File: config.mk
export PLATFORM = sky130hd
export DESIGN_NAME = serial_subtractor
export DESIGN_NICKNAME = d
export VERILOG_FILES = /design/src/rtl/serial_subtractor.sv
export SDC_FILE = /design/constraint.sdc
export NUM_CORES = 1
export LEC_CHECK = 0
export CORE_ASPECT_RATIO = 1.5
export CORE_MARGIN = 2
export CORE_UTILIZATION = 56
export DETAILED_ROUTE_END_ITERATION = 6
export PLACE_DENSITY_LB_ADDON = 0.3
export SLEW_MARGIN = 15
export SYNTH_ARGS = -nofsm -noshare
export SYNTH_HDL_FRONTEND = slang
export SYNTH_SLANG_ARGS = --single-unit
File: constraint.sdc
create_clock -name clk -period 4.9 [get_ports clk]
set_input_delay 1.47 -clock clk [delete_from_list [all_inputs] [get_ports clk]]
set_output_delay 1.47 -clock clk [all_outputs]
set_load 0.02 [all_outputs]
File: src/rtl/serial_subtractor.sv
// Bit-serial subtractor: recovers b = sum - a, LSB first, one bit per clock,
// with ready/valid handshakes and a flag for sums no pair of addends can produce.
module serial_subtractor #(
  parameter int WIDTH = 14
) (
  input  logic             clk,
  input  logic             rst,
  input  logic             in_valid,
  output logic             in_ready,
  input  logic [WIDTH:0]   sum,
  input  logic [WIDTH-1:0] a,
  output logic             out_valid,
  input  logic             out_ready,
  output logic [WIDTH-1:0] b,
  output logic             range_err
);

  localparam int            CW   = (WIDTH + 1 > 1) ? $clog2(WIDTH + 1) : 1;
  localparam logic [CW-1:0] LAST = CW'(WIDTH);

  typedef enum logic [1:0] {
    IDLE = 2'd0,
    RUN  = 2'd1,
    DONE = 2'd2
  } state_t;

  state_t           state_r, state_s;
  logic [WIDTH:0]   s_sh_r, a_sh_r, res_r;
  logic [CW-1:0]    cnt_r;
  logic             br_r;
  logic             d_s, br_s;
  logic             accept_s, last_s, release_s;
  logic [WIDTH-1:0] b_r;
  logic             range_err_r, out_valid_r;

  // Next-state decode plus the single full-subtractor cell of the serial datapath
  always_comb begin
    state_s   = state_r;
    accept_s  = 1'b0;
    last_s    = 1'b0;
    release_s = 1'b0;
    d_s       = s_sh_r[0] ^ a_sh_r[0] ^ br_r;
    br_s      = (~s_sh_r[0] & a_sh_r[0]) | (~(s_sh_r[0] ^ a_sh_r[0]) & br_r);
    case (state_r)
      IDLE: begin
        if (in_valid) begin
          accept_s = 1'b1;
          state_s  = RUN;
        end else begin
          state_s  = IDLE;
        end
      end
      RUN: begin
        if (cnt_r == LAST) begin
          last_s  = 1'b1;
          state_s = DONE;
        end else begin
          state_s = RUN;
        end
      end
      DONE: begin
        if (out_ready) begin
          release_s = 1'b1;
          state_s   = IDLE;
        end else begin
          state_s   = DONE;
        end
      end
      default: state_s = IDLE;
    endcase
  end

  // FSM state register
  always_ff @(posedge clk or posedge rst) begin
    if (rst) begin
      state_r <= IDLE;
    end else begin
      state_r <= state_s;
    end
  end

  // Shift registers, borrow and bit counter; counter holds at LAST so it never wraps
  always_ff @(posedge clk or posedge rst) begin
    if (rst) begin
      s_sh_r <= '0;
      a_sh_r <= '0;
      res_r  <= '0;
      br_r   <= 1'b0;
      cnt_r  <= '0;
    end else if (accept_s) begin
      s_sh_r <= sum;
      a_sh_r <= {1'b0, a};
      res_r  <= '0;
      br_r   <= 1'b0;
      cnt_r  <= '0;
    end else if (state_r == RUN) begin
      s_sh_r <= {1'b0, s_sh_r[WIDTH:1]};
      a_sh_r <= {1'b0, a_sh_r[WIDTH:1]};
      res_r  <= {d_s, res_r[WIDTH:1]};
      br_r   <= br_s;
      if (!last_s) begin
        cnt_r <= cnt_r + CW'(1);
      end
    end
  end

  // Result registers: on the last bit the top diff bit is d_s, the rest already sit in res_r
  always_ff @(posedge clk or posedge rst) begin
    if (rst) begin
      b_r         <= '0;
      range_err_r <= 1'b0;
      out_valid_r <= 1'b0;
    end else if (last_s) begin
      b_r         <= res_r[WIDTH:1];
      range_err_r <= br_s | d_s;
      out_valid_r <= 1'b1;
    end else if (release_s) begin
      out_valid_r <= 1'b0;
    end
  end

  assign in_ready  = (state_r == IDLE);
  assign out_valid = out_valid_r;
  assign b         = b_r;
  assign range_err = range_err_r;

endmodule
==> results.sh <==
export IMPL_cp_end_kind="primary output"
export IMPL_synth_edff_count=0
export IMPL_ys_seq_area_frac=0.596
export IMPL_drive_gt1_frac=0.120
export IMPL_slew_violations=0
export IMPL_die_height_um=90.2
export IMPL_yosys_most_used_dff="dfrtp_1"
export IMPL_met1_length_um=2250
export IMPL_grt_overflow=0
export IMPL_arrival_ns=1.64
export IMPL_postSynthCellCount=266
export IMPL_post_cts_setup_buffers=0
export IMPL_clock_sinks=66
export IMPL_route_antenna_remaining_nets=0
export IMPL_route_vias_total=2116
export IMPL_rows=31
export IMPL_vias_per_cell=5.54
export IMPL_syn_area_mm2=0.00277
export IMPL_die_x_um=61.5
export IMPL_clk_latency_ns=0.35
export IMPL_cp_max_fo=9
export IMPL_tns_ns=0
export IMPL_hold_viol=0
export IMPL_dp_hpwl_um=3560
export IMPL_root_buffer="clkbuf_8"
export IMPL_min_path_cells=2
export IMPL_startpoint_type="flip-flop"
export IMPL_rr_worst_depth=3
export IMPL_first_pass_iters=4
export IMPL_postCtsHoldBufs=0
export IMPL_placed_area_mm2=0.00328
export IMPL_powerDensity_mw_per_mm2=609
export IMPL_ys_types=32
export IMPL_hp_class="reg2reg"
export IMPL_slowest_stage="clkdlybuf4s50_1"
export IMPL_syn_area_per_cell_um2=10.4
export IMPL_status="finished, final reports clean"
export IMPL_gp_congestion=0.784
export IMPL_synth_nets=302
export IMPL_crit_type="reg2out"
export IMPL_ios=50
export IMPL_maxCapViolCount=0
export IMPL_cp_buffers_inverters=1
export IMPL_io_buffers=49
export IMPL_synth_area_leaders="dfrtp_1 60%, nand2_1 12%, a22oi_1 7.3%"
export IMPL_slew_headroom=0.227
export IMPL_top_layer_used="met4"
export IMPL_route_detailed_drc=0
export IMPL_fin_cells=382
export IMPL_fin_skew_ns=0.00441
export IMPL_synth_top_area_cell="dfrtp_1"
export IMPL_rsz0062_at_grt="false"
export IMPL_clk_pin_slew_ns=0.07
export IMPL_cts_max_level=3
export IMPL_crit_required_ns=3.43
export IMPL_met2_length_um=2840
export IMPL_grt_usage=0.229
export IMPL_cts_buffers=9
export IMPL_antenna_found_initial=0
export IMPL_path_depth=2
export IMPL_nets=347
export IMPL_fin_crit_ns=3.11
export IMPL_dr_wl_met3_um=229
export IMPL_crit_family="buffers and inverters"
export IMPL_coreArea_mm2=0.00481
export IMPL_routedWlPerCell_um=14.3
export IMPL_syn2layout_area_growth_pct=26.1
export IMPL_numPlacedInstances=365
export IMPL_grt_pass1_vias=2114
export IMPL_dieArea_mm2=0.00554
export IMPL_worst_pin_slew_ns=1.16
export IMPL_n_fill_cell=379
export IMPL_fin_area_mm2=0.00350
export IMPL_synth_seq_cells=66
export IMPL_async_flop_share=1.00
export IMPL_diodes=0
export IMPL_cp_cell_sequence="nor2_1 > clkdlybuf4s50_1"
export IMPL_min_period_over_period=0.635
export IMPL_grt_first_pass_wirelength_um=9430
export IMPL_peakVddDrop_uv=366
export IMPL_cp_slowest_stage_delay_ns=0.62
export IMPL_initial_core_util=0.576
export IMPL_synth_top_area_share=0.596
export IMPL_finalSetupViolCount=0
export IMPL_cts_resized=0
export IMPL_drt_wl_total_um=5480
export IMPL_yosysWarnings=0
export IMPL_p_leak_nw=1.68
export IMPL_grt_max_degree=52
export IMPL_fmaxAchievable_mhz=321
export IMPL_cts_tree="done"
export IMPL_clockBufferDepth=2
export IMPL_drt_iter0_drc=94
[stage by stage]
stage / hold slack (ns) / setup slack, ns / power, mW / util
after floorplan: 0.446 / 1.78 / 1.42 / -
after global placement: 0.459 / 1.58 / 1.63 / 0.682
after detailed placement: 0.463 / 1.55 / 1.67 / 0.682
after CTS: 0.481 / 1.76 / 2.14 / 0.724
after global routing: 0.509 / 1.73 / 2.28 / 0.727
final: 0.479 / 1.79 / 2.13 / 0.727
[tightest hold or removal path: stages, from the launching register on]
cell and delay (ns):
dfrtp_1 0.35, nand2_1 0.05, nand2_1 0.05
[metal layers]
layer / track usage / vias up
met4: 0.124 / 0
met2: 0.374 / 66
met1: 0.279 / 1039
met3: 0.0345 / 13
met5: 0 / -
li1: - / 998
[state kept, by name, indices dropped and copies added (netlist names)]
| register | flops |
|---|---|
| state_r | 2 |
| s_sh_r | 15 |
| res_r | 14 |
| range_err | 1 |
| cnt_r | 4 |
| br_r | 1 |
| a_sh_r | 14 |
| out_valid | 1 |
| b | 14 |
[power breakdown]
part | total [mW] | internal [mW] | leakage, nW | switching [mW]
Combinational | 0.733 | 0.338 | 0.726 | 0.395
Clock | 0.464 | 0.260 | 0.105 | 0.205
Sequential | 0.931 | 0.774 | 0.848 | 0.157
[Yosys cell counts (all sizes together), types with 2 or more instances]
cell type  instances
nand2             85
dfrtp             66
a22oi             27
nand3             22
buf               14
mux2              14
clkbuf             4
inv                4
nor2               4
a21oi              3
o21ai              3
ha                 2
nand2b             2
nor3               2
[layout by cell type, fill, tap and decap left out, drive strengths merged, types with 2 or more instances in the layout]
cell type	count
nor2	4
nand3	22
nand2	85
dfrtp	66
buf	3
ha	2
clkdlybuf4s50	49
o21ai	3
clkinv	3
a21oi	3
mux2	14
clkbuf	11
inv	4
nand2b	2
a22oi	27
nor3	2
[final timing paths]
check / start / end / slack [ns]
worst max-delay path: state_r[0]$_DFF_PP0_ / in_ready / 1.79
worst min register to register: s_sh_r[9]$_DFFE_PP0P_ / s_sh_r[9]$_DFFE_PP0P_ / 0.48
max in group asynchronous: rst / res_r[8]$_DFFE_PP0P_ / 2.41
worst max register to register: state_r[0]$_DFF_PP0_ / b[13]$_DFFE_PP0P_ / 2.57
min in group asynchronous: rst / a_sh_r[10]$_DFFE_PP0P_ / 1.68
worst min-delay path: s_sh_r[9]$_DFFE_PP0P_ / s_sh_r[9]$_DFFE_PP0P_ / 0.48
[cell type report]
class                      count  area (µm²)  area share
tap                           66        82.6      0.0236
clock buffer                  11         151      0.0433
clock inverter                 5        52.6      0.0150
sequential                    66        1650       0.472
timing repair buffer          52         520       0.149
inverter                       4        15.0     0.00429
multi-input combinational    178        1020       0.293
[logic make-up (layout without fill, tap and decap cells)]
group | Yosys count | count (layout) | share of synthesized area
adders and majority gates | 3 | 3 | 0.0162
DFF | 66 | 66 | 0.596
buffers and inverters | 22 | 72 | 0.0397
muxes | 14 | 14 | 0.0569
and+or+nand+nor | 121 | 121 | 0.189
AOI/OAI and AO/OA | 40 | 40 | 0.103
No activity file was read; power rests on OpenSTA's default activity.
==> RTL change 1: new RTL, same flow settings <==
Encoding of `state_t`: now one-hot (3 bits for 3 states).
--- a/src/rtl/serial_subtractor.sv
+++ b/src/rtl/serial_subtractor.sv
@@ -19,8 +19,8 @@
   localparam logic [CW-1:0] LAST = CW'(WIDTH);
 
-  typedef enum logic [1:0] {
-    IDLE = 2'd0,
-    RUN  = 2'd1,
-    DONE = 2'd2
+  typedef enum logic [2:0] {
+    IDLE = 3'b001,
+    RUN  = 3'b010,
+    DONE = 3'b100
   } state_t;
 
Function: no difference found for any inputs over 10 cycles, from zero or initial values and one cycle with rst high; not proved beyond that.
==> RTL change 1 against the unedited design <==
- sequential cell count is 1 higher
- global-route usage is 2.0 points lower
- clock power is 19% lower
- combinational power is 28% lower
- synthesized area is 2.9% higher
- setup slack worse by 210 ps
- wire length is 0.38% higher
- count of clock-buffer cells in the layout is 1 lower
- synthesized cell count is 10% lower
- cell area is 1.0% higher
- total power is 20% lower
- critical endpoint unchanged
- largest cell class unchanged
- highest routed layer unchanged
==> RTL change 1: results (changes against the unedited design) <==
[route]
m1WireLength_um=2410  ; +6.9%
vias_per_cell=5.68  ; +2.5%
route.met2.wl_um=2800  ; -1.3%
wl_met3_um=214  ; -6.6%
wirelength_um=5500  ; +0.38%

[synthesis]
synth_adder_area_share_pct=1.58  ; -0.046 points
muxShareOfSynthArea_pct=6.23  ; +0.54 points
ys_seq_area_share_pct=58.8  ; -0.75 points
synth_compound_area_share_pct=20.0  ; +9.7 points
ys_types=38  ; +19%
synth_commonest_cells=66 x dfrtp_1, 32 x nand2_1, 26 x a22o_1
synth_area_leaders=dfrtp_1 58%, a22o_1 8.0%, a21o_1 6.3%
synth_nets=275  ; -8.9%

[global_route]
grt_usage_pct=20.9  ; -2.0 points
grt_pass1_vias=2003  ; -5.3%
grt_max_degree=54  ; +3.8%
grt_pass1_wl_um=9340  ; -1.0%

[finish]
largest_reg_flops=15  ; unchanged
multi_input_cells=152  ; -15%
nClkBuffers=10  ; -1
fillers=373  ; -1.6%
seq_area_um2=1680  ; +1.6%
inverters=5  ; +1
multi_input_area_share_pct=30.7  ; +1.5 points
layout.nets=322  ; -7.2%
antenna_cells=0  ; unchanged
clock_area_share_pct=4.53  ; -1.3 points
drive_above_1_share_pct=13.4  ; +1.4 points
instances_no_fill=357  ; -6.5%
buf_share_pct=14.3  ; -0.57 points
nNonClkBuffers=51  ; -1.9%

[worst_hold_path]
worst_hold_path.num_cells=1  ; -1
hp-start=a_sh_r[3]$_DFFE_PP0P_
hold_end=a_sh_r[3]$_DFFE_PP0P_

[setup_path]
reg2reg_to=a_sh_r[13]$_DFFE_PP0P_
rrSetupSlack_ps=2610  ; +40 ps
max_stage_delay_ps=650  ; +30 ps
worstPathArrival_ps=1850  ; +210 ps
cp-startpoint=state_r[0]$_DFF_PP1_

[clocking]
clock_sinks=67  ; +1.5%

[pwr]
ir_worst_vdd_mv=0.356  ; -2.7%
intPower_uw=1140  ; -17%
seq_power_share_pct=47.1  ; +3.3 points
combPwrFrac_pct=30.9  ; -3.5 points

[sta]
skew_ps=8.96  ; +4.55 ps
tightest_slew_ps=1020  ; -138 ps

[placement]
io_buffers=49  ; unchanged
dp_cells=341  ; -6.6%
dp_hpwl_um=3560  ; -0.10%
gp_congestion=0.765  ; -2.4%

[status]
status=completed

## RTL change 1: changes by cell type after synthesis, moves of 2 or more
cell,change
nand2_1,-53
nand2b_1,-2
buf_2,-5
clkbuf_1,+3
mux2i_1,+2
a22o_1,+26
nand3_1,-17
a21oi_1,+16
a21o_1,+24
a22oi_1,-26
## RTL change 1: per-stage QoR
step | util (%) | setup WS, ps | total power, uW | hold WS (ps) | instance area, um^2
3_5_place_dp | 69.0 | 1340 | 1350 | 467 | 3370
6_report | 72.3 | 1580 | 1710 | 478 | 3530
2_1_floorplan | - | 1750 | 1210 | 450 | 2850
3_3_place_gp | 69.0 | 1360 | 1320 | 459 | 3370
4_1_cts | 72.2 | 1560 | 1720 | 481 | 3530
5_1_grt | 72.3 | 1520 | 1820 | 493 | 3530
## RTL change 1: layer usage
layer | up-vias | track usage [%]
met5 | - | 0
met4 | 0 | 7.59
met3 | 7 | 4.58
met2 | 50 | 34.8
met1 | 1019 | 26.9
li1 | 951 | -
==> RTL change 2: new RTL, same settings <==
Without the edit above. The parameter `WIDTH` goes from 14 to 16.
--- a/src/rtl/serial_subtractor.sv
+++ b/src/rtl/serial_subtractor.sv
@@ -2,5 +2,5 @@
 // with ready/valid handshakes and a flag for sums no pair of addends can produce.
 module serial_subtractor #(
-  parameter int WIDTH = 14
+  parameter int WIDTH = 16
 ) (
   input  logic             clk,
Interface: changed (resized a, b and sum); port bits go from 50 to 56. No check against the original RTL was run, so the function may have changed too.
==> RTL change 2 against the unedited design <==
- sequential cell count increased by 9
- cell area grew 15%
- critical path depth stayed put
- wire length grew 9.6%
- total power increased by 12%
- setup slack improved by 21 ps
- die area rose by 15%
- critical endpoint unchanged
- non-clock buffer count is 7 higher
- highest routed layer unchanged
- hold slack got worse by 1.6 ps
- count of clock-buffer cells in the layout is 1 lower
- synthesized area increased by 16%
- sequential share of layout area is 0.59 points lower
==> RTL change 2: results (changes against the unedited design) <==
[setup_path]
worstPathArrival_ps=1620  ; -20 ps
r2r-start=cnt_r[0]$_DFFE_PP0P_
worstRegToRegCells=5  ; +2
reg2reg_to=b[5]$_DFFE_PP0P_
rrSetupSlack_ps=3090  ; +520 ps
critPathMaxFanout=10  ; +1

[clocking]
cts_root_buffer=clkbuf_8
clk_pin_slew_worst_paths_ps=80

[pwr]
leakage_uw=0.00199  ; +18%
ir_worst_vdd_mv=0.354  ; -3.2%
intPower_uw=1600  ; +17%

[finish]
drive_above_1_share_pct=11.3  ; -0.73 points
layout.nets=389  ; +12%
fillers=395  ; +4.2%
multiInputGateArea_um2=1190  ; +16%
largest_reg_flops=17  ; +2

[sta]
slew_headroom_pct=39.1  ; +16 points
fmax_ghz=0.323  ; +0.68%
skew_ps=7.48  ; +3.07 ps

[status]
status=completed

[global_route]
grt_usage_pct=21.6  ; -1.3 points
grt_pass1_vias=2299  ; +8.8%
grt_pass1_wl_um=10600  ; +13%
grt_max_degree=51  ; -1.9%

[synthesis]
synth_commonest_cells=100 x nand2_1, 75 x dfrtp_1, 31 x a22oi_1
synth_nets=341  ; +13%
synth_area_leaders=dfrtp_1 58%, nand2_1 12%, a22oi_1 7.2%
ys_types=30  ; -6.3%
ys_seq_area_share_pct=58.3  ; -1.2 points

[placement]
dpl_cell_area_um2=3760  ; +15%
dp_hpwl_um=3920  ; +9.9%
io_buffers=55  ; +12%
pre_cts_ws_ps=1700  ; +158 ps
gp_congestion=0.742  ; -5.4%

[route]
drt_iter0_markers=144  ; +53%
vias_per_cell=5.46  ; -1.5%
wirelength_um=6010  ; +9.6%

==> RTL change 2: cell count changes after synthesis, moves of 4 or more <==
| cell | before | now |
|---|---|---|
| a22oi_1 | 27 | 31 |
| dfrtp_1 | 66 | 75 |
| mux2_2 | 14 | 7 |
| mux2_4 | 0 | 9 |
| nand2_1 | 85 | 100 |
| o31ai_1 | 0 | 4 |
==> RTL change 2: through the flow <==
stage | hold slack (ps) | instances
final | 477 | 424
after global routing | 504 | 424
after CTS | 482 | 424
after detailed placement | 463 | 408
after global placement | 458 | 408
after floorplan | 444 | 301
==> RTL change 2: worst min path at each step <==
stage / depth (start not counted) / start / end
2_1_floorplan: 1 / cnt_r[4]$_DFFE_PP0P_ / cnt_r[4]$_DFFE_PP0P_
3_3_place_gp: 2 / a_sh_r[8]$_DFFE_PP0P_ / a_sh_r[8]$_DFFE_PP0P_
3_5_place_dp: 2 / s_sh_r[15]$_DFFE_PP0P_ / s_sh_r[15]$_DFFE_PP0P_
4_1_cts: 2 / s_sh_r[10]$_DFFE_PP0P_ / s_sh_r[10]$_DFFE_PP0P_
5_1_grt: 2 / a_sh_r[5]$_DFFE_PP0P_ / a_sh_r[5]$_DFFE_PP0P_
6_report: 2 / a_sh_r[5]$_DFFE_PP0P_ / a_sh_r[5]$_DFFE_PP0P_
==> RTL change 2: kinds of logic (layout without fill, tap and decap cells) <==
| kind of cell | count (synthesis) | after routing | share of synthesized area (%) |
|---|---|---|---|
| adder cells (fa/ha/maj) | 3 | 3 | 1.40 |
| AND/OR/NAND/NOR | 133 | 133 | 18.0 |
| multiplexers | 17 | 17 | 6.96 |
| flip-flops | 75 | 75 | 58.3 |
| buffers and inverters | 28 | 81 | 5.17 |
| AO/OA/AOI/OAI | 45 | 45 | 10.1 |
==> RTL change 2: power groups by stage <==
stage	Clock, uW	Combinational, uW	Sequential [uW]
5_1_grt	654	833	1060
3_3_place_gp	0	723	1020
2_1_floorplan	0	480	1060
3_5_place_dp	0	753	1040
6_report	617	745	1030
4_1_cts	625	756	1030
==> RTL change 2: area by class of cell <==
type / count / area share (%)
Clock buffer: 10 / 3.17
Clock inverter: 6 / 3.42
Inverter: 6 / 0.560
Multi-Input combinational cell: 198 / 29.6
Sequential cell: 75 / 46.6
Tap cell: 70 / 2.18
Timing Repair Buffer: 59 / 14.4
==> RTL change 2: critical path, stage by stage, from the launching register on <==
cell and delay [ps]:
dfrtp_1 510, nor2_1 150, clkdlybuf4s50_1 610
==> RTL change 2: layer usage <==
metal  global-route usage, %  up-vias  wire length [um]
met5                       0        -                 0
met4                    7.37        0               136
met3                    7.79       13               311
met2                    34.0       65              3050
met1                    27.4     1120              2510
li1                        -     1116                 -
